## config.mk

```make
export PLATFORM = sky130hd
export DESIGN_NAME = multicycle_controller
export DESIGN_NICKNAME = d
export VERILOG_FILES = /design/src/rtl/multicycle_controller.sv
export SDC_FILE = /design/constraint.sdc
export NUM_CORES = 1
export LEC_CHECK = 0
export BUFFER_PORTS_ARGS = -buffer_cell sky130_fd_sc_hd__buf_4
export CAP_MARGIN = 20
export CELL_PAD_IN_SITES_DETAIL_PLACEMENT = 1
export CELL_PAD_IN_SITES_GLOBAL_PLACEMENT = 1
export CORE_MARGIN = 3
export CORE_UTILIZATION = 40
export DETAILED_ROUTE_END_ITERATION = 10
export PLACE_DENSITY = 0.92
export SYNTH_ARGS = -nofsm -noshare
export SYNTH_HDL_FRONTEND = slang
export SYNTH_SLANG_ARGS = --single-unit
```

## constraint.sdc

```tcl
create_clock -name clk -period 4.2 [get_ports clk]
set_clock_uncertainty 0.2 [all_clocks]
set_input_delay 0 -clock clk [delete_from_list [all_inputs] [get_ports clk]]
set_output_delay 0 -clock clk [all_outputs]
set_load 0.005 [all_outputs]
```

## src/rtl/multicycle_controller.sv

```systemverilog
// Multi-cycle RV32I-subset sequencer: steps one instruction at a time through fetch/decode/execute/
// memory/writeback, with a memory req/ready watchdog, retired-instruction counter and sticky fault code.
module multicycle_controller #(
  parameter int MEM_TIMEOUT = 16,
  parameter int CNT_W       = 32
) (
  input  logic             clk,
  input  logic             rst,
  input  logic [6:0]       opcode,
  input  logic [2:0]       funct3,
  input  logic             func75,
  input  logic             Zero,
  input  logic             mem_ready,
  output logic             mem_req,
  output logic             AdrSrc,
  output logic             IRWrite,
  output logic             PCWrite,
  output logic             MemWrite,
  output logic             RegWrite,
  output logic [1:0]       ALUSrcA,
  output logic [1:0]       ALUSrcB,
  output logic [2:0]       ALUControl,
  output logic [1:0]       ResultSrc,
  output logic [1:0]       ImmSrc,
  output logic             instr_done,
  output logic [CNT_W-1:0] instret,
  output logic [1:0]       fault
);

  localparam logic [6:0] OP_LOAD  = 7'b0000011;
  localparam logic [6:0] OP_STORE = 7'b0100011;
  localparam logic [6:0] OP_R     = 7'b0110011;
  localparam logic [6:0] OP_I     = 7'b0010011;
  localparam logic [6:0] OP_B     = 7'b1100011;
  localparam logic [6:0] OP_JAL   = 7'b1101111;
  localparam int         WAIT_W   = $clog2(MEM_TIMEOUT + 1);

  typedef enum logic [3:0] {
    S_FETCH, S_DECODE, S_MEMADR, S_MEMREAD, S_MEMWB, S_MEMWRITE,
    S_EXECR, S_EXECI, S_ALUWB, S_BRANCH, S_JAL, S_FAULT
  } state_t;

  state_t             state_reg, state_next;
  logic [WAIT_W-1:0]  wait_reg, wait_next;
  logic [CNT_W-1:0]   instret_reg;
  logic [1:0]         fault_reg, fault_next;
  logic               is_store_reg, is_store_next;
  logic               timeout;
  logic               alu_ok;
  logic [2:0]         alu_ctl;

  // The wait counter reads k-1 during the k-th cycle of a memory wait.
  assign timeout = (wait_reg == WAIT_W'(MEM_TIMEOUT - 1));
  assign instret = instret_reg;
  assign fault   = fault_reg;

  always_comb begin
    alu_ok  = 1'b1;
    alu_ctl = 3'b000;
    case (funct3)
      3'b000:  alu_ctl = (opcode == OP_R && func75) ? 3'b001 : 3'b000;
      3'b010:  alu_ctl = 3'b101;
      3'b110:  alu_ctl = 3'b011;
      3'b111:  alu_ctl = 3'b010;
      default: alu_ok  = 1'b0;
    endcase
  end

  always_ff @(posedge clk) begin
    if (rst) begin
      state_reg    <= S_FETCH;
      wait_reg     <= '0;
      instret_reg  <= '0;
      fault_reg    <= 2'b00;
      is_store_reg <= 1'b0;
    end else begin
      state_reg    <= state_next;
      wait_reg     <= wait_next;
      fault_reg    <= fault_next;
      is_store_reg <= is_store_next;
      if (instr_done)
        instret_reg <= instret_reg + CNT_W'(1);
    end
  end

  always_comb begin
    state_next    = state_reg;
    fault_next    = fault_reg;
    is_store_next = is_store_reg;
    wait_next     = '0;
    mem_req       = 1'b0;
    AdrSrc        = 1'b0;
    IRWrite       = 1'b0;
    PCWrite       = 1'b0;
    MemWrite      = 1'b0;
    RegWrite      = 1'b0;
    ALUSrcA       = 2'b00;
    ALUSrcB       = 2'b00;
    ALUControl    = 3'b000;
    ResultSrc     = 2'b00;
    ImmSrc        = 2'b00;
    instr_done    = 1'b0;

    case (state_reg)
      S_FETCH: begin
        mem_req   = 1'b1;
        ALUSrcB   = 2'b10;
        ResultSrc = 2'b10;
        if (mem_ready) begin
          IRWrite    = 1'b1;
          PCWrite    = 1'b1;
          state_next = S_DECODE;
        end else if (timeout) begin
          state_next = S_FAULT;
          fault_next = 2'b10;
        end
      end
      S_DECODE: begin
        ALUSrcA = 2'b01;
        ALUSrcB = 2'b01;
        ImmSrc  = 2'b10;
        case (opcode)
          OP_LOAD:  begin state_next = S_MEMADR; is_store_next = 1'b0; end
          OP_STORE: begin state_next = S_MEMADR; is_store_next = 1'b1; end
          OP_R:     state_next = S_EXECR;
          OP_I:     state_next = S_EXECI;
          OP_B:     state_next = S_BRANCH;
          OP_JAL:   state_next = S_JAL;
          default:  begin state_next = S_FAULT; fault_next = 2'b01; end
        endcase
      end
      // Load/store direction was captured in DECODE so opcode is not needed here.
      S_MEMADR: begin
        ALUSrcA    = 2'b10;
        ALUSrcB    = 2'b01;
        ImmSrc     = is_store_reg ? 2'b01 : 2'b00;
        state_next = is_store_reg ? S_MEMWRITE : S_MEMREAD;
      end
      S_MEMREAD: begin
        mem_req = 1'b1;
        AdrSrc  = 1'b1;
        if (mem_ready) begin
          state_next = S_MEMWB;
        end else if (timeout) begin
          state_next = S_FAULT;
          fault_next = 2'b10;
        end
      end
      S_MEMWB: begin
        ResultSrc  = 2'b01;
        RegWrite   = 1'b1;
        instr_done = 1'b1;
        state_next = S_FETCH;
      end
      S_MEMWRITE: begin
        mem_req  = 1'b1;
        AdrSrc   = 1'b1;
        MemWrite = 1'b1;
        if (mem_ready) begin
          instr_done = 1'b1;
          state_next = S_FETCH;
        end else if (timeout) begin
          state_next = S_FAULT;
          fault_next = 2'b10;
        end
      end
      S_EXECR, S_EXECI: begin
        ALUSrcA    = 2'b10;
        ALUSrcB    = (state_reg == S_EXECI) ? 2'b01 : 2'b00;
        ALUControl = alu_ctl;
        if (alu_ok) begin
          state_next = S_ALUWB;
        end else begin
          state_next = S_FAULT;
          fault_next = 2'b01;
        end
      end
      S_ALUWB: begin
        RegWrite   = 1'b1;
        instr_done = 1'b1;
        state_next = S_FETCH;
      end
      S_BRANCH: begin
        ALUSrcA    = 2'b10;
        ALUControl = 3'b001;
        case (funct3)
          3'b000: begin PCWrite = Zero;  instr_done = 1'b1; state_next = S_FETCH; end
          3'b001: begin PCWrite = !Zero; instr_done = 1'b1; state_next = S_FETCH; end
          default: begin state_next = S_FAULT; fault_next = 2'b01; end
        endcase
      end
      // ALUOut still holds the jump target from DECODE; the ALU forms PC+4 for the link write.
      S_JAL: begin
        ALUSrcA    = 2'b01;
        ALUSrcB    = 2'b10;
        PCWrite    = 1'b1;
        state_next = S_ALUWB;
      end
      S_FAULT: ;
      default: ;
    endcase

    if (state_next == state_reg &&
        (state_reg == S_FETCH || state_reg == S_MEMREAD || state_reg == S_MEMWRITE))
      wait_next = wait_reg + WAIT_W'(1);

    if (rst) begin
      mem_req    = 1'b0;
      AdrSrc     = 1'b0;
      IRWrite    = 1'b0;
      PCWrite    = 1'b0;
      MemWrite   = 1'b0;
      RegWrite   = 1'b0;
      ALUSrcA    = 2'b00;
      ALUSrcB    = 2'b00;
      ALUControl = 3'b000;
      ResultSrc  = 2'b00;
      ImmSrc     = 2'b00;
      instr_done = 1'b0;
    end
  end

endmodule

```

## Word level (Yosys, flattened, before mapping)

Cells that the tools add are included.

- Reductions and logical operators: 24
- Add/subtract/negate cells: 2
- Bitwise gates (word level): 1
- Equal/unequal tests: 27
- Mux-type cells: 48

Operators with widths:

| operator | number |
|---|---|
| case mux 4 bit (9 select lines) | 1 |
| adder 32 x 1 -> 32 bit, second input constant | 1 |
| 2-to-1 mux 2 bit | 10 |
| 2-to-1 mux 4 bit | 5 |
| case mux 4 bit (5 select lines) | 1 |
| 2-to-1 mux 1 bit | 18 |
| OR reduction 2 bit | 9 |
| == test 4 x 3 -> 1 bit, second input constant | 4 |
| == test 7 x 6 -> 1 bit, second input constant | 2 |
| == test 7 bit, second input constant | 2 |
| == test 4 bit, second input constant | 3 |
| case mux 2 bit (2 select lines) | 3 |
| case mux 3 bit (4 select lines) | 1 |
| == test 4 x 2 -> 1 bit, second input constant | 2 |
| != test 2 bit, second input constant | 4 |
| case mux 2 bit (4 select lines) | 1 |
| OR reduction 4 bit | 2 |
| == test 7 x 2 -> 1 bit, second input constant | 1 |
| == test 7 x 5 -> 1 bit, second input constant | 1 |
| == test 3 bit, second input constant | 2 |
| 2-to-1 mux 3 bit | 2 |
| case mux 1 bit (3 select lines) | 2 |
| case mux 2 bit (3 select lines) | 1 |
| case mux 3 bit (2 select lines) | 1 |
| other kinds (20) | 23 |

- Register bits: 44
- Input port bits: 15
- Word-level logic and storage cells: 107
- Output and inout bits: 52

## Logic depth before layout (Yosys ltp)

- Depth in word-level cells: 9
- Gate-level depth with buffers: 8

## Least setup slack after synthesis

Ideal clock, no wire load.

- Kind: register to register
- From: reg state_reg[1]
- To: reg instret_reg[26], in the netlist instret[26]
- Clock period less this slack: 2.187 ns
- Setup slack: 2.013 ns
- Arrival time: 1.863 ns
- Stages on the path, launching flop included: 8
- Required time: 3.877 ns
- Cell sequence: dfxtp_1 > buf_6 > nor3_1 > nand2_1 > o22a_1 > clkbuf_1 > nor4b_1 > mux2_1

- Word-level cells in the longest chain between the ends: 4
- Elaborated cells on any way between the ends: 7

RTL lines:

| item | line | text |
|---|---|---|
| start, declared | 43 | `state_t state_reg, state_next;` |
| start signal, assigned | 77 | `state_reg <= state_next;` |
| == test 4 bit or == test 4 x 3 -> 1 bit (tied branches) | 104 | `case (state_reg)` |
| OR reduction 2 bit (no line) | -- |  |
| case mux 1 bit (3 select lines) * | 104 |  |
| 2-to-1 mux 1 bit * | 207 | `if (rst) begin` |
| end signal, assigned | 82 | `instret_reg <= instret_reg + CNT_W'(1);` |
| end, declared | 45 | `logic [CNT_W-1:0] instret_reg;` |

Mark *: on every way between the ends. The rest lies on a longest branch, timed or not.
A chain may end at the register's enable or synchronous reset.

## Worst setup path after layout

- From: reg state_reg[0]
- To: reg is_store_reg

- Word-level cells in the longest chain between the ends: 2

RTL lines:

| item | line | text |
|---|---|---|
| == test 4 x 1 -> 1 bit | 104 |  |
| AND reduction 2 bit (no line) | -- |  |
| end signal, assigned | 80 | `is_store_reg <= is_store_next;` |
| end, declared | 47 | `logic is_store_reg, is_store_next;` |

No other way between the ends.

==> results.rst <==
.. list-table::
   :header-rows: 1

   * - Metric
     - Value
   * - Num ports
     - 67
   * - Accumulated negative setup slack
     - 0 ps
   * - Port Buffers
     - 66
   * - Min Tclk post-route
     - 3532 ps
   * - Starting DRC count in detailed routing
     - 141
   * - Worst voltage drop across the vdd grid
     - 0.0002275 V
   * - Share of final-layout standard cells stronger than drive strength 1
     - 0.2195
   * - Total power divided by cell area
     - 316.5 nW/um^2
   * - Number of optimization iterations in the first detailed-route pass
     - 4
   * - Cell count of the worst hold path
     - 5
   * - Combinational cell fraction of total power
     - 0.269
   * - Width of the chip
     - 88.24 um
   * - Initial Utilization
     - 0.4188
   * - Ys Warns
     - 0
   * - Fill cell instance count of the final layout
     - 809
   * - Leakage power figure
     - 1.276 nW
   * - Clock sinks
     - 44
   * - Number of pins exceeding their max-slew limit in the final report
     - 0
   * - Final hold violation count
     - 0
   * - H-tree levels
     - 2
   * - Root cell of the clock tree
     - sky130_fd_sc_hd__clkbuf_8
   * - Library cell occupying the most area in the post-synthesis netlist
     - sky130_fd_sc_hd__dfxtp_1
   * - Area delta synth->final
     - 24.65%
   * - Number of unique standard cell types used by synthesis
     - 60
   * - TritonCTS clock tree
     - yes
   * - Arrival time reported for the critical path endpoint
     - 3520 ps
   * - Transition time of the tightest slew-check pin
     - 883.4 ps
   * - Total of max-cap violations
     - 0
   * - Total global routing overflow
     - 0
   * - Number of enable-type register cells in the synthesized netlist
     - 0
   * - Main combinational cell family by area after synthesis
     - simple AND/OR/NAND/NOR gates
   * - Skew-Pair Late Insertion Delay
     - 300 ps
   * - Fin worst setup slack
     - 667.9 ps
   * - Critical hold path startpoint
     - funct3[1]
   * - Top fanout value on the critical path
     - 23
   * - Xor and xnor fraction of the mapped netlist area
     - 0.03885
   * - Run status
     - complete, no violations
   * - Share of the synthesized area in the top cell type
     - 0.3256
   * - Critical path launch point type
     - register
   * - Per-cell via count in the routed design
     - 5.885
   * - R2r worst-path depth
     - 7
   * - Clock-pin slew on the worst setup and hold paths
     - 90 ps
   * - Total net switching power
     - 0.3696 mW
   * - Overall track demand over capacity in global routing
     - 0.2234
   * - Register-to-register path setup slack
     - 670 ps
   * - Half-perimeter wire length of the detailed placement result
     - 5829 um
   * - Gate Count Post-Synth
     - 348
   * - Routability cong.
     - 0.9666
   * - Most common cell after layout, fill and taps aside
     - sky130_fd_sc_hd__buf_4
   * - Unrepaired setup endpoints after global routing
     - false
   * - Final nets
     - 427
   * - Sequential power share
     - 0.459
   * - First-pass GRT wire length
     - 13930 um
   * - Full die area
     - 7785 um^2
   * - Compound-gate portion of the synthesized area
     - 0.1836
   * - Worst rel slew slack
     - 0.4103
   * - Number of global-route vias before repair
     - 2793
   * - Commonest cells after routing, fill and taps aside
     - sky130_fd_sc_hd__buf_4, sky130_fd_sc_hd__dfxtp_1, sky130_fd_sc_hd__nor2_1, sky130_fd_sc_hd__a21oi_1, sky130_fd_sc_hd__nand2_1
   * - Crit share post-route
     - 0.8410
   * - Vias after detailed routing
     - 2866
   * - Min-Delay Path Class
     - in2reg
   * - Netlist Area Pre-Place
     - 2705 um^2
   * - Post-CTS setup buffer count
     - 0
   * - Antenna diode count
     - 0
   * - Number of buffers on the longest clock path
     - 2
   * - Footprint of the multi-input gates
     - 1640 um^2
   * - Max FFs per register
     - 32
   * - Int Power
     - 0.6975 mW
   * - Final setup viols
     - 0
   * - Utilization after layout
     - 0.5221
   * - Resize count post-CTS
     - 0
   * - Share of flip-flops with an asynchronous set or reset
     - 0
   * - Number of remaining DRC errors
     - 0
   * - Critical Setup Path Class
     - reg2reg
   * - Largest net degree at the start of global routing
     - 57
   * - Endpoint of the worst register-to-register path
     - is_store_reg
   * - Clock Power Share
     - 0.272
   * - Number of standard-cell rows in the floorplan
     - 29
   * - Yosys reg bits
     - 44
   * - Number of CTS-inserted buffers
     - 5
   * - Cell types occupying the most area after synthesis
     - sky130_fd_sc_hd__dfxtp_1, sky130_fd_sc_hd__nor2_1, sky130_fd_sc_hd__a21oi_1
   * - Sequential fraction of the synthesis area
     - 0.3256
   * - Mean cell area of the mapped netlist
     - 7.773 um^2
   * - Share of total power consumed by net switching
     - 0.3463
   * - Post-synthesis mux area share
     - 0.05227
   * - Sequential standard cell area
     - 880.8 um^2
   * - Simple-Gate Fraction of Synth Area
     - 0.3178
   * - Startpoint of the lowest-slack register-to-register path
     - state_reg[0]
   * - Type of element capturing the critical path
     - register
   * - Hold endpoint
     - state_reg[3]
   * - Die extent in y
     - 88.24 um
   * - WL/cell
     - 17.45 um
   * - Antenna Violating Nets Remaining
     - 0
   * - Most common flop cell mapped by yosys
     - sky130_fd_sc_hd__dfxtp_1
   * - Worst-case setup slack after placement
     - 1298 ps
   * - Net count after synthesis
     - 366
   * - CTS Hold Bufs
     - 9
   * - WL final
     - 8499 um
   * - Core ar.
     - 6459 um^2
   * - Antenna violations before repair
     - 0
   * - Highest clock rate
     - 283.1 MHz
   * - Arithmetic-cell share of the synthesized area counting full adders, half adders and majority gates
     - 0.01388
   * - Data required time at the worst endpoint
     - 4190 ps
## how the worst max path moves through the flow
stage	from	end	slack [ps]	cells past startpoint
2_1_floorplan	state_reg[1]	instret[26]	2010	7
6_report	state_reg[0]	is_store_reg	670	7
4_1_cts	state_reg[0]	is_store_reg	790	7
5_1_grt	state_reg[0]	is_store_reg	450	7
3_3_place_gp	state_reg[0]	instret[26]	1500	5
3_5_place_dp	state_reg[0]	instret[20]	1300	5
## through the flow
step | instance area (um^2) | power [mW] | std cells | hold WS (ps)
2_1_floorplan | 2705 | 0.6812 | 348 | -83.50
3_5_place_dp | 3184 | 0.7735 | 470 | 77.73
3_3_place_gp | 3184 | 0.7649 | 470 | 68.68
6_report | 3372 | 1.067 | 487 | 30.04
4_1_cts | 3372 | 1.066 | 487 | 12.57
5_1_grt | 3372 | 1.128 | 487 | 66.86
## power groups by stage
stage          sequential, mW  clock (mW)  combinational (mW)
6_report                0.489       0.291               0.287
5_1_grt                 0.494       0.313               0.320
4_1_cts                 0.486       0.296               0.284
3_5_place_dp            0.496           0               0.277
3_3_place_gp            0.495           0               0.270
2_1_floorplan           0.452           0               0.229
## logic make-up (layout without fill, tap and decap cells)
family / count (synthesis) / in the layout
AND/OR/NAND/NOR: 159 / 159
AO/OA/AOI/OAI: 78 / 78
flip-flops: 44 / 44
buffers and inverters: 39 / 101
multiplexers: 13 / 13
XOR/XNOR: 12 / 12
adder cells (fa/ha/maj): 3 / 3
## synth_stat cells, types with 7 or more instances
cell                       instances
sky130_fd_sc_hd__dfxtp_1          44
sky130_fd_sc_hd__nor3_1           14
sky130_fd_sc_hd__clkbuf_1         10
sky130_fd_sc_hd__or3_1             9
sky130_fd_sc_hd__nand3_1          10
sky130_fd_sc_hd__o21ai_0          16
sky130_fd_sc_hd__nand4_1           7
sky130_fd_sc_hd__a21oi_1          27
sky130_fd_sc_hd__nand2_1          23
sky130_fd_sc_hd__nor2_1           43
sky130_fd_sc_hd__xnor2_1           9
sky130_fd_sc_hd__nor2b_1           9
sky130_fd_sc_hd__inv_1            17
## worst max-delay path, cell delays in order, from the launching register on
cell and delay (ps):
sky130_fd_sc_hd__dfxtp_1 850, sky130_fd_sc_hd__nor2b_1 350, sky130_fd_sc_hd__nand2_1 240, sky130_fd_sc_hd__nor3b_1 380, sky130_fd_sc_hd__mux2i_1 220, sky130_fd_sc_hd__dlygate4sd3_1 560, sky130_fd_sc_hd__nor2_1 40, sky130_fd_sc_hd__dlygate4sd3_1 580
## area by class of cell
cell class              instances  area share
well taps                      77     0.02857
multi-input cells             265      0.4865
clock buffers                   6     0.02449
flip-flops and latches         44      0.2612
inverters                      17     0.01892
clock inverters                 2    0.004453
repair buffers                 76      0.1759
## routing by layer
layer,global-route usage,up-vias,routed length [um]
met5,0,-,0
met4,0.06593,0,154
met3,0.03724,18,522
met2,0.3739,99,4130
met1,0.2961,1376,3691
li1,-,1373,-
Power figures use the tool's default switching activity.
